<file path="src/rtl/sum_window_acc_pkg.sv">
// Shared types and default widths for the windowed sample accumulator.
package sum_window_acc_pkg;

  localparam int unsigned DefaultDataW = 8;
  localparam int unsigned DefaultLenW  = 4;

  // Acc: collecting samples; Hold: presenting a finished window downstream.
  typedef enum logic [0:0] {
    Acc  = 1'b0,
    Hold = 1'b1
  } state_e;

endpackage

</file>
<file path="src/rtl/sum_window_acc.sv">
// Sums a window of unsigned samples (length cfg_len, 0 = 2^LEN_W) and emits total and count.
// Optional feature: define SUM_WINDOW_ACC_MAX_EN to add out_max, the largest sample of the window.
module sum_window_acc
  import sum_window_acc_pkg::*;
#(
  parameter int unsigned DATA_W = DefaultDataW,
  parameter int unsigned LEN_W  = DefaultLenW
) (
  input  logic                    clk,
  input  logic                    rst,
  input  logic                    in_valid,
  input  logic [DATA_W-1:0]       in_data,
  output logic                    in_ready,
  input  logic [LEN_W-1:0]        cfg_len,
  input  logic                    flush,
  output logic                    out_valid,
  input  logic                    out_ready,
  output logic [DATA_W+LEN_W:0]   out_sum,
  output logic [LEN_W:0]          out_count
`ifdef SUM_WINDOW_ACC_MAX_EN
  ,
  output logic [DATA_W-1:0]       out_max
`endif
);

  localparam int unsigned AccW = DATA_W + LEN_W + 1;
  localparam int unsigned CntW = LEN_W + 1;
  localparam logic [CntW-1:0] MaxLen = {1'b1, {LEN_W{1'b0}}};

  state_e          state_q, state_d;
  logic [AccW-1:0] acc_q, acc_d, acc_inc;
  logic [CntW-1:0] cnt_q, cnt_d, cnt_inc;
  logic [CntW-1:0] len_q, len_d;
  logic [CntW-1:0] cfg_len_dec, win_len;
  logic [AccW-1:0] out_sum_q, out_sum_d;
  logic [CntW-1:0] out_count_q, out_count_d;
  logic            accept, emit, handshake;

  assign accept      = (state_q == Acc) && in_valid;
  assign handshake   = (state_q == Hold) && out_ready;
  assign acc_inc     = acc_q + AccW'(in_data);
  assign cnt_inc     = cnt_q + CntW'(1);
  assign cfg_len_dec = (cfg_len == '0) ? MaxLen : {1'b0, cfg_len};
  // The first sample of a window uses the live cfg_len; later samples use the latched copy.
  assign win_len     = (cnt_q == '0) ? cfg_len_dec : len_q;

  assign in_ready  = (state_q == Acc);
  assign out_valid = (state_q == Hold);
  assign out_sum   = out_sum_q;
  assign out_count = out_count_q;

  always_comb begin
    state_d     = state_q;
    acc_d       = acc_q;
    cnt_d       = cnt_q;
    len_d       = len_q;
    out_sum_d   = out_sum_q;
    out_count_d = out_count_q;
    emit        = 1'b0;
    unique case (state_q)
      Acc: begin
        if (accept) begin
          acc_d = acc_inc;
          cnt_d = cnt_inc;
          if (cnt_q == '0) begin
            len_d = cfg_len_dec;
          end
        end
        // A flush in the same cycle as a sample still closes the window with that sample in it.
        if ((accept && (cnt_inc == win_len)) || (flush && (cnt_d != '0))) begin
          state_d     = Hold;
          out_sum_d   = acc_d;
          out_count_d = cnt_d;
          emit        = 1'b1;
        end
      end
      Hold: begin
        if (out_ready) begin
          state_d = Acc;
          acc_d   = '0;
          cnt_d   = '0;
        end
      end
      default: state_d = Acc;
    endcase
  end

  always_ff @(posedge clk) begin
    if (rst) begin
      state_q     <= Acc;
      acc_q       <= '0;
      cnt_q       <= '0;
      len_q       <= MaxLen;
      out_sum_q   <= '0;
      out_count_q <= '0;
    end else begin
      state_q     <= state_d;
      acc_q       <= acc_d;
      cnt_q       <= cnt_d;
      len_q       <= len_d;
      out_sum_q   <= out_sum_d;
      out_count_q <= out_count_d;
    end
  end

`ifdef SUM_WINDOW_ACC_MAX_EN
  logic [DATA_W-1:0] max_q, max_d;
  logic [DATA_W-1:0] out_max_q, out_max_d;

  always_comb begin
    max_d     = max_q;
    out_max_d = out_max_q;
    if (accept && (in_data > max_q)) begin
      max_d = in_data;
    end
    if (emit) begin
      out_max_d = max_d;
    end
    if (handshake) begin
      max_d = '0;
    end
  end

  always_ff @(posedge clk) begin
    if (rst) begin
      max_q     <= '0;
      out_max_q <= '0;
    end else begin
      max_q     <= max_d;
      out_max_q <= out_max_d;
    end
  end

  assign out_max = out_max_q;
`endif

endmodule

</file>
<file path="config.mk">
export PLATFORM = sky130hd
export DESIGN_NAME = sum_window_acc
export DESIGN_NICKNAME = d
export VERILOG_FILES = /design/src/rtl/sum_window_acc_pkg.sv /design/src/rtl/sum_window_acc.sv
export SDC_FILE = /design/constraint.sdc
export NUM_CORES = 1
export LEC_CHECK = 0
export ABC_AREA = 1
export BUFFER_PORTS_ARGS = -buffer_cell sky130_fd_sc_hd__buf_2
export CORE_MARGIN = 2
export CORE_UTILIZATION = 51
export DETAILED_ROUTE_END_ITERATION = 8
export PLACE_DENSITY = 0.72
export SYNTH_ARGS = -nofsm -noshare
export SYNTH_HDL_FRONTEND = slang
export SYNTH_SLANG_ARGS = --single-unit
</file>
<file path="constraint.sdc">
create_clock -name clk -period 3.7 [get_ports clk]
set_input_delay 0.185 -clock clk [delete_from_list [all_inputs] [get_ports clk]]
set_output_delay 0.185 -clock clk [all_outputs]
set_load 0.05 [all_outputs]
</file>
==> results of run 1 <==
## power groups by stage
stage	registers (W)	clock network, W	logic (W)
2_1_floorplan	0.000713	0	0.000425
3_3_place_gp	0.000585	0	0.000672
3_5_place_dp	0.000585	0	0.000677
4_1_cts	0.000576	0.000314	0.000679
5_1_grt	0.000584	0.000338	0.000764
6_report	0.000576	0.000306	0.000677
## tightest hold or removal path: cells and delay by family
| family | cells | cell delay [ns] |
|---|---|---|
| AND/OR/NAND/NOR | 2 | 0.16 |
| AO/OA/AOI/OAI | 1 | 0.08 |
| buffers and inverters | 2 | 0.14 |
## stage by stage
step | hold WS (ns) | util | instance area, µm² | worst slack [ns] | total power [W]
global route | 0.3202 | 0.5916 | 2831 | 0.4237 | 0.001686
detailed placement | 0.4600 | 0.5725 | 2740 | 0.8505 | 0.001262
CTS | 0.2844 | 0.5916 | 2831 | 0.8408 | 0.001568
floorplan | 0.3445 | - | 2574 | 1.607 | 0.001137
global placement | 0.4534 | 0.5725 | 2740 | 0.9488 | 0.001257
finish | 0.2919 | 0.5916 | 2831 | 0.8251 | 0.001559
## state kept, by name, summed over array words and instances, names as in the netlist
signal and flops:
acc_q 13, out_sum 13, cnt_q 5, len_q 5, out_count 5, out_valid 1
## kinds of logic (layout without fill, tap and decap cells)
group | count (synthesis) | after routing
adder cells (fa/ha/maj) | 11 | 11
buffers and inverters | 60 | 87
AND/OR/NAND/NOR | 217 | 217
XOR/XNOR | 5 | 5
flip-flops | 42 | 42
AO/OA/AOI/OAI | 63 | 63
## synth_stat cells
library cell	number
nand2_2	3
xnor2_1	3
a22oi_1	1
xor2_2	1
clkbuf_1	6
ha_1	10
a2bb2oi_1	2
nor2_1	50
nand3_1	39
buf_1	3
a21oi_1	36
nand2_1	108
buf_6	3
o22ai_1	6
inv_4	1
nand3b_1	8
dfxtp_1	42
fa_1	1
nor3_2	1
or2_1	3
buf_2	3
nand4_1	3
nor2_2	1
nand2_4	1
o21ai_2	1
o211ai_1	1
buf_4	3
inv_1	40
o21ai_0	6
xor2_1	1
o21ai_1	10
inv_2	1
## routing by layer
layer  track usage  routed length (µm)  up-vias
met5             0                   0        -
met4       0.06151                  32        0
met3       0.05355                 315        2
met2        0.3957                3024       71
met1        0.2890                2542     1076
li1              -                   -     1340
## layout by cell type, fill, tap and decap left out, drive strengths merged, types with 2 or more instances in the layout
cell,Yosys,layout
clkbuf,6,7
dfxtp,42,42
nand3,39,39
xnor2,3,3
nor2,51,51
o21ai,17,17
buf,12,37
xor2,2,2
ha,10,10
o22ai,6,6
nand4,3,3
nand2,112,112
a21oi,36,36
a2bb2oi,2,2
inv,42,42
or2,3,3
nand3b,8,8
## how the worst max path moves through the flow
stage / cells past startpoint / from / end / slack, ns
4_1_cts: 12 / out_valid / out_sum[7] / 0.84
6_report: 12 / out_valid / out_sum[7] / 0.83
3_5_place_dp: 12 / out_valid / out_sum[7] / 0.85
5_1_grt: 12 / out_valid / out_sum[7] / 0.42
3_3_place_gp: 12 / out_valid / out_sum[7] / 0.95
2_1_floorplan: 13 / out_valid / out_count[0] / 1.61
## area by class of cell
class                           instances  area, µm²
Tap cell                               67      83.83
Fill cell                             455       1954
Timing Repair Buffer                   37      187.7
Inverter                               42      160.2
Sequential cell                        42      840.8
Multi-Input combinational cell        296       1468
Clock inverter                          1      5.005
Clock buffer                            7      86.33
==> impl.org, run 1 <==
** Timing
- Slew HR :: 0.6175
- Final period util :: 0.7770
- Measured slew at the worst slew-check pin :: 0.5730 ns
- Hold violation count in the final report :: 0
- Counting I/O delays and the setup requirement, the final critical path takes 2.875 ns.
- Final setup violation count :: 0
- The count of pins over their slew limit came to 0.
- Fmax :: 0.3478 GHz
- TNS Setup :: 0 ns
- Setup repair after global routing left no endpoint under its margin.
- Between clock sinks in the finished design, the worst skew comes to 0.006798 ns.

** Place
- Port Buffer Count :: 36
- Detailed placement finished with a half-perimeter wire length of 4425 µm.
- Routability-driven placement finished with a final weighted congestion of 0.9095.
- Placed cells :: 484

** Routing
- Total iterations of the first detailed-routing run :: 4
- Antenna-violating nets left :: 0
- Routed wirelength normalized by instance count :: 12.02 µm
- Sum of routed wire length over all layers :: 5914 µm
- For this run, design rule violations remaining after detail routing come to 0.
- Detail-routed via count per cell :: 5.059
- Detailed routing inserted a total of 2,489 vias.
- The detailed router finished its first iteration with 165 violations.

** Power
- In this run the static leakage power is 1.393 nW.
- Maximum resistive drop on vdd :: 0.3011 mV
- Int Power :: 0.0008763 W
- The share of total power dissipated in combinational logic is 0.434.
- Switch share :: 0.4380
- Clock network fraction of design power :: 0.196
- In this run the power density over the cells is 550.7 nW/µm².
- Register share of total power :: 0.369
- Switching power summed over all nets :: 0.0006829 W

** Yosys
- After technology mapping, the gate count stands at 398.
- Of the total synthesized cell area, the portion taken by XOR and XNOR cells is 0.01993.
- Largest area contributor in the synthesized netlist :: dfxtp_1
- Synthesis instantiated 32 different standard cells from the library.
- Averaged over all synthesized cells, the footprint is 6.467 µm².
- Of the post-synthesis cell area, the part taken by muxes is 0.
- Of the total synthesized cell area, the portion taken by AND, OR, NAND and NOR gates is 0.3622.
- For this run, the number of Yosys warnings is 0.
- Yosys reg bits :: 42
- After synthesis, the cell types taking the most area are dfxtp_1 (33%), nand2_1 (16%), nand3_1 (7.6%).
- Of the total synthesized cell area, the portion taken by full adders, half adders and majority gates is 0.05639.
- Counting every net in the synthesized netlist gives 426.
- In this run the cell area of the synthesized design comes to 2574 µm².
- The fraction of the mapped netlist area in compound gates is 0.1317.
- Of the post-synthesis cell area, the dominant cell type holds 0.3267.
- Register area share after synthesis :: 0.3267
- Largest family of logic cells by synthesized area :: simple AND/OR/NAND/NOR gates

** Hold path
- Terminating pin of the worst hold path :: len_q[2]
- Worst hold stages :: 5
- The tightest min-delay check is of the primary input to register type.
- Launch point of the worst hold path :: cfg_len[2]

** Clock tree
- TritonCTS Buffers :: 5
- The clock reaches the later pin of the worst-skew pair after 0.29 ns.
- The number of setup buffers added after CTS is 0.
- TritonCTS clock tree :: built
- CTS Hold Buffers Added :: 0
- CTS-repair resized insts :: 0
- Max Buffers Root-to-Sink :: 2
- Clock tree synthesis selected as its root buffer the cell clkbuf_8.
- Clock-pin transition on the worst setup and hold timing paths :: 0.08 ns
- Clock H-tree levels :: 2
- The clock net in this run drives a total of 42 sinks.

** Critical path
- Required arrival time at the worst endpoint :: 3.89 ns
- Worst path bufs/invs :: 2
- Cell-by-cell trace of the critical path :: inv_4 > nand2_4 > inv_1 > nand2_1 > o21ai_1 > nand3_1 > nand2_1 > nand2_2 > nand2_2 > nand2_1 > nand2_1 > nor2_1
- Among the stages of the critical path, the cell type that occurs most often is nand2_1.
- The worst register-to-register path ends at out_sum[7].
- The worst setup path is of the register to register kind.
- Crit path max-delay family :: simple AND/OR/NAND/NOR gates
- Signal arrival time at the worst endpoint :: 3.07 ns
- STA classifies the critical path endpoint as a register.
- R2R cell count :: 12
- Critical path's largest stage delay :: 0.49 ns
- The startpoint identified for the worst register-to-register timing path is out_valid.
- Reg-to-reg setup timing slack :: 0.83 ns
- Crit-path max FO :: 43
- The worst setup path is launched from a register.
- On the critical path, the stage with the largest delay is an instance of inv_1.

** GRT
- The via count of the first global-routing pass came to 2,218.
- Initial antenna violation count :: 0
- Entering global routing, the biggest net connects 44 pins.
- Global-route total usage across every layer :: 0.2300
- Global routing finished with a remaining overflow of 0.
- The first global-routing pass estimated 9894 µm of wire.

** Die
- The total area inside the core boundary comes to 4786 µm².
- Total I/O pin count :: 37
- Starting density of the core :: 0.5378
- The floorplan has 25 rows.
- Measured along the y axis, the die boundary spans 75.04 µm.
- The die is 75.04 µm wide.
- Overall die area :: 5631 µm²

** Cells and area
- Of the cells placed in the final design, the portion with a size suffix greater than 1 is 0.1271.
- Compared with the post-synthesis result, the final layout area differs by 10.01%.
- After the flow finishes, the layout carries non-filler instances totaling 492.
- Count of antenna diodes in the layout :: 0
- Number of nets in the final layout :: 452

** Status
- The run finished with clean final reports.

** Flow run
- Max-cap violations in this run came to 0.
No activity file was read; power rests on OpenSTA's default activity.
==> run 2, diff against run 1 <==
==> constraint.sdc (replaced) <==
create_clock -name clk -period 2.8 [get_ports clk]
set_input_delay 0.14 -clock clk [delete_from_list [all_inputs] [get_ports clk]]
set_output_delay 0.14 -clock clk [all_outputs]
set_load 0.05 [all_outputs]
==> impl.org, run 2 (synthesis gave the netlist of run 1 again) <==
** Cells and area
- Fraction of final layout cells sized beyond drive strength 1 :: 0.1335
- The filler cells instantiated in the layout total 498.
- Relative to the synthesized area, the layout overhead comes to 10.74%.
- The net count of the finished layout is 454.
- Count of antenna diodes in the layout :: 0
- Leaving out filler cells and counting taps, the final layout contains 494.
- Most common cell after layout, fill and taps aside :: nand2_1
- In the layout the commonest cells are nand2_1 (108), nor2_1 (50), dfxtp_1 (42), inv_1 (40), nand3_1 (39).

** Routing
- In this run, the number of DRC markers left after iteration 0 of detailed routing was 134.
- Antenna-violating nets left :: 0
- The final route contains 2,530 vias.
- Sum of routed wire length over all layers :: 5960 µm
- Detail-routed via count per cell :: 5.121
- In the routed design, unresolved DRC markers number 0.
- For this run, the detailed router's first-pass iteration total came to 4.
- Routed wirelength normalized by instance count :: 12.06 µm

** GRT
- Global-route total usage across every layer :: 0.2285
- For met2 alone, demand over resource in global routing was 0.3889.
- Entering global routing, the biggest net connects 43 pins.
- Met1 Resource Use GR :: 0.2861
- In this run the most used layer during global routing was met2.
- Number of global-route vias before repair :: 2,244
- The total overflow left after global routing is 0.
- For this run, global-route usage on met3 was measured as 0.04418.
- The first global-routing pass estimated 9853 µm of wire.
- The number of antenna violations at the first check in global routing is 0.

** Critical path
- Worst path bufs/invs :: 2
- Startpoint of the most critical setup path :: cnt_q[0]
- Startpoint type of the worst setup path :: register
- Walking the worst path, the cells encountered are inv_1 > ha_1 > inv_1 > nor2_1 > nand2_2 > nand2_1 > nand2_1 > nand2_1 > nand2_1 > nor2_1 > nand3_1 > nand2_4 > nand2_2 > nand2_1 > nand2_1 > nor2_1.
- The largest single stage delay on the critical path is 0.39 ns.
- The startpoint identified for the worst register-to-register timing path is cnt_q[0].
- Signal arrival time at the worst endpoint :: 2.61 ns
- STA classifies the critical path endpoint as a register.
- The setup path with the least slack is of type register to register.
- The critical path crosses 16 cells after its start point.
- The worst register-to-register path has a setup slack of 0.43 ns.
- Most prevalent standard cell on the critical path :: nand2_1
- The slowest stage of the critical path is the dfxtp_1 cell.
- Crit path capture :: out_sum[7]
- The endpoint identified for the worst register-to-register timing path is out_sum[7].
- Crit-path max FO :: 31
- Required arrival time at the worst endpoint :: 3.04 ns
- Broken down by cell family, the worst path's largest delay share belongs to simple AND/OR/NAND/NOR gates.
- Measured in cells, the most critical reg-to-reg path has a length of 16.

** Flow run
- The tool flagged a number of max-cap violations equal to 0.

** Clock tree
- Clock H-tree levels :: 2
- Clock-pin slew was measured on the worst setup and hold paths at 0.09 ns.
- Clk Latency, worst-skew pair :: 0.30 ns
- TritonCTS Buffers :: 5
- TritonCTS clock tree :: built
- Cell chosen for the clock root :: clkbuf_8
- The clock passes through at most 2 buffers.
- Number of sinks handled by clock tree synthesis :: 42
- Buffers added to address setup during post-CTS repair amount to 0.

** Die
- For this configuration, the core starts out at a cell density of 0.5378.
- The die covers 5631 µm².
- Placeable core area :: 4786 µm²
- Row generation in the floorplan step produced 25 rows.
- In this run the vertical extent of the chip is 75.04 µm.
- Pin placement for this block handled 37 I/O pins.
- The die is 75.04 µm wide.

** Status
- Run status :: finished, final reports clean

** Power
- Dividing total power by cell area gives a power density of 723.2 nW/µm².
- Power, Total :: 0.002061 W
- Summed over all cells, the static leakage comes to 1.399 nW.
- IR analysis of the VDD net gives a maximum drop of 0.3133 mV.

** Timing
- Setup violations remaining at the end of the flow were counted as 0.
- Headroom to the max-slew limit came out at 0.4162.
- Setup repair after global routing left no endpoint under its margin.
- The number of failing hold endpoints at the final stage is 0.
- Measured slew at the worst slew-check pin :: 0.8725 ns
- Fmax :: 0.4226 GHz
- The routed design could run at a clock period as short as 2.366 ns.
- For the final routed database, the setup TNS stands at 0 ns.
- Total count of max-transition violations in the final report :: 0
- Clock skew after layout :: 0.006708 ns
- In the finished design, the share of the clock period the worst path needs comes to 0.8450.

** Place
- Detail Placement HPWL :: 4362 µm
- Routability-driven placement finished with a final weighted congestion of 0.9196.
- Port Buffer Count :: 36
- Placed cells :: 486

** Hold path
- The min-delay analysis places its worst path in the category primary input to register.
- Launch point of the worst hold path :: cfg_len[3]
## run 2: cell types whose count changed in the layout (fill, tap and decap cells not counted), sizes merged
cell,delta
clkbuf,-2
buf,+2
clkinvlp,+1
clkinv,+1
## run 2: cell type report
class,count,area (µm²),area share
Clock inverter,3,21.27,0.007463
Timing Repair Buffer,39,202.7,0.07111
Inverter,42,160.2,0.05619
Sequential cell,42,840.8,0.2950
Clock buffer,5,68.82,0.02414
Tap cell,67,83.83,0.02941
Multi-Input combinational cell,296,1473,0.5167
## run 2: how the worst min path moves through the flow
stage | to | slack (ns) | cells past startpoint
2_1_floorplan | len_q[2] | 0.30 | 3
3_3_place_gp | acc_q[10] | 0.46 | 2
3_5_place_dp | out_count[2] | 0.46 | 2
4_1_cts | len_q[3] | 0.22 | 5
5_1_grt | acc_q[1] | 0.28 | 2
6_report | len_q[3] | 0.24 | 5
## run 2: stage by stage
step	setup WS (ns)	hold WS, ns	util	instance area, µm²
finish	0.4340	0.2396	0.5956	2850
global route	0.1123	0.2794	0.5956	2850
CTS	0.2711	0.2243	0.5945	2845
detailed placement	0.3141	0.4628	0.5757	2755
global placement	0.4225	0.4564	0.5757	2755
floorplan	0.7072	0.2995	-	2574
## run 2: what timing repair did
item / 4_1_cts / 5_1_grt
hold buffers: 0 / 0
endpoints found under the hold margin: 0 / 0
setup endpoints to repair: 0 / 3
resized for setup: 0 / 1
## run 2: routing by layer
metal | wire length (µm) | vias up
met5 | 0 | -
met4 | 127 | 0
met3 | 241 | 9
met2 | 2859 | 50
met1 | 2732 | 1131
li1 | - | 1340
## run 2: worst min-delay path, cell delays in order
cell	delay (ns)
buf_2	0.09
nand2_1	0.07
nand2_1	0.09
o21ai_0	0.08
inv_1	0.05
## run 2: power by group
group,total [W],switching (W),internal [W]
clock,0.000396,0.000221,0.000175
sequential,0.000750,0.0000606,0.000690
combinational,0.000915,0.000639,0.000276
total,0.00206,0.000921,0.00114
==> run 3, diff against run 2 <==
--- a/config.mk
+++ b/config.mk
@@ -10,7 +10,7 @@
 export CORE_MARGIN = 2
 export CORE_UTILIZATION = 51
 export DETAILED_ROUTE_END_ITERATION = 8
-export PLACE_DENSITY = 0.72
+export PLACE_DENSITY = 0.75
 export SYNTH_ARGS = -nofsm -noshare
 export SYNTH_HDL_FRONTEND = slang
 export SYNTH_SLANG_ARGS = --single-unit
==> constraint.sdc (replaced) <==
create_clock -name clk -period 2.15 [get_ports clk]
set_input_delay 0.1075 -clock clk [delete_from_list [all_inputs] [get_ports clk]]
set_output_delay 0.1075 -clock clk [all_outputs]
set_load 0.05 [all_outputs]
==> impl.org, run 3 (synthesis gave the netlist of run 1 again) <==
** Status
- Run status :: finished, final reports clean

** Place
- Area after detailed placement :: 2808 µm²
- OpenSTA, run right after detailed placement, puts the worst setup slack at -0.07037 ns.
- Buffers placed on the I/O ports in this run total 36.
- RePlAce Congestion :: 0.8937
- Detailed placement finished with a half-perimeter wire length of 4521 µm.

** Critical path
- Crit path max-delay family :: simple AND/OR/NAND/NOR gates
- The cell that appears most often on the critical path is nand2_1.
- Required arrival time at the worst endpoint :: 2.35 ns
- The worst setup path is launched from a register.
- Signal arrival time at the worst endpoint :: 2.25 ns
- Critical path's largest stage delay :: 0.35 ns
- Along the worst path, the maximum fanout reaches 12.
- STA classifies the critical path endpoint as a register.
- Path length in cells of the critical path :: 12
- The endpoint identified for the worst register-to-register timing path is out_sum[9].
- Reg-to-reg setup timing slack :: 0.10 ns
- The number of buffers and inverters on the critical path is 2.
- R2R cell count :: 12
- The signal on the critical path passes through buf_4 > ha_2 > nand4_1 > nand2_1 > nand2_1 > o21ai_1 > nand3_1 > nand2_1 > nand2_4 > buf_8 > a21oi_1 > nor2_1.
- Startpoint of the most critical setup path :: cnt_q[0]
- The critical path is of the register to register type.
- Worst r2r src :: cnt_q[0]
- Slowest cell on the critical path :: dfxtp_1

** Routing
- Sum of routed wire length over all layers :: 6354 µm
- After detailed routing, the number of remaining DRC violations is 0.
- For this run, the detailed router's first-pass iteration total came to 4.
- Antenna-violating nets left :: 0
- In the routed layout, each cell is associated on average with a via count of 5.185.
- Violation count after the first detailed-routing iteration :: 148
- In the final routed layout, each cell accounts on average for 12.63 µm.
- Count of vias placed by the detailed router :: 2,608

** Timing
- The number of failing hold endpoints at the final stage is 0.
- PnR worst setup slack :: 0.1034 ns
- Slew HR :: 0.6074
- Static timing analysis puts the maximum clock frequency at 0.4886 GHz.
- The worst path needs 2.047 ns of the cycle, external delays included.
- TNS Setup :: 0 ns
- Final setup violation count :: 0
- Hold Slack :: 0.1917 ns
- Between clock sinks in the finished design, the worst skew comes to 0.005040 ns.
- Total count of max-transition violations in the final report :: 0
- Unrepaired setup endpoints after global routing :: true
- At the pin with the least slew margin, the transition time is 0.5882 ns.
- Final period util :: 0.9519

** Die
- Total I/O pin count :: 37
- The initial utilization of the core area, before any placement, comes to 0.5378.
- Placeable core area :: 4786 µm²
- The floorplan step set the die width to 75.04 µm.
- Row Count :: 25
- Die height :: 75.04 µm
- Overall die area :: 5631 µm²

** Hold path
- Terminating pin of the worst hold path :: len_q[2]
- Hold Crit Class :: primary input to register
- Worst hold stages :: 5
- In this run the most critical hold path is launched from cfg_len[2].

** GRT
- Initial antenna violation count :: 0
- The first global-routing pass estimated 10,070 µm of wire.
- Global-route total usage across every layer :: 0.2328
- Number of global-route vias before repair :: 2,264
- For this run the aggregate overflow at the end of global routing stands at 0.
- Entering global routing, the biggest net connects 43 pins.

** Cells and area
- 0 antenna diodes ended up in the layout.
- Counting the fill cells in the layout gives 474.
- Of the cells placed in the final design, the portion with a size suffix greater than 1 is 0.1835.
- Leaving out fill and tap cells, the most frequent cell in the layout is nand2_1.
- Layout overhead on the synthesized area :: 17.06%
- Util after Layout :: 0.6295
- The net count of the finished layout is 463.
- After routing the design area is 3013 µm².
- Commonest cells after routing, fill and taps aside :: nand2_1 (104), nor2_1 (49), dfxtp_1 (41), inv_1 (39), nand3_1 (39)

** Clock tree
- TritonCTS clock tree :: built
- In this run the deepest clock path goes through 2 buffers.
- The H-tree was split into 2 levels.
- Cell chosen for the clock root :: clkbuf_8
- The clock reaches the later pin of the worst-skew pair after 0.30 ns.
- The clock drives 42 sinks.
- After clock tree synthesis, the clock-pin slew on the worst setup and hold paths is 0.08 ns.
- TritonCTS Buffers :: 5
- In this run, post-CTS hold repair placed 0 buffers.

** Power
- The analysis attributes to cell leakage a power of 1.466 nW.
- Maximum resistive drop on vdd :: 0.5914 mV
- Power per unit of standard cell area :: 957.3 nW/µm²

** Flow run
- The tool flagged a number of max-cap violations equal to 0.
[run 3: changes by cell type in the layout (fill, tap and decap cells not counted), moves of 2 or more]
cell and delta:
o21ai_1 -2, o21ai_2 +2, ha_1 -3, nand2_1 -4
nand2_2 +3, ha_2 +2, buf_6 +2, buf_4 +6
[run 3: power breakdown]
| part | leakage [nW] | switching, W | total [W] | internal, W |
|---|---|---|---|---|
| clock | 0.0579 | 0.000279 | 0.000621 | 0.000342 |
| sequential | 0.346 | 0.0000748 | 0.000974 | 0.000899 |
| combinational | 1.06 | 0.000867 | 0.00129 | 0.000422 |
| total | 1.47 | 0.00122 | 0.00288 | 0.00166 |
[run 3: worst max-delay path by stage]
stage	slack, ns	endpoint
3_5_place_dp	-0.07	out_sum[12]
2_1_floorplan	0.06	out_count[0]
3_3_place_gp	0.03	out_sum[12]
6_report	0.10	out_sum[9]
5_1_grt	-0.08	out_sum[11]
4_1_cts	0.02	out_sum[12]
[run 3: metrics by stage]
| stage | power (W) | cells |
|---|---|---|
| 2_1_floorplan | 0.001957 | 398 |
| 3_3_place_gp | 0.002196 | 493 |
| 3_5_place_dp | 0.002218 | 493 |
| 4_1_cts | 0.002837 | 501 |
| 5_1_grt | 0.003069 | 503 |
| 6_report | 0.002884 | 503 |
[run 3: tightest hold or removal path, cell delays in order]
cell and delay (ns):
buf_2 0.09, nand2_1 0.07, nand2_1 0.08, o21ai_0 0.07
inv_1 0.05
[run 3: area by class of cell]
cell class | instances | area (µm²) | share of cell area
multi-input combinational | 296 | 1530 | 0.5079
sequential | 42 | 844.6 | 0.2803
timing repair buffer | 48 | 285.3 | 0.09468
inverter | 42 | 160.2 | 0.05316
tap | 67 | 83.83 | 0.02782
clock buffer | 5 | 68.82 | 0.02284
clock inverter | 3 | 40.04 | 0.01329
[run 3: layer usage]
layer / track usage / part of all wire / up-vias
met1: 0.2756 / 0.42 / 1180
met4: 0.07738 / 0.018 / 0
met2: 0.4230 / 0.53 / 62
li1: - / - / 1355
met5: 0 / 0 / -
met3: 0.04016 / 0.033 / 11
[run 3: repair_timing]
action / in CTS / in global routing
pin swaps: 0 / 7
endpoints found under the setup margin: 3 / 23
resized for setup: 4 / 19
buffers inserted: 0 / 2
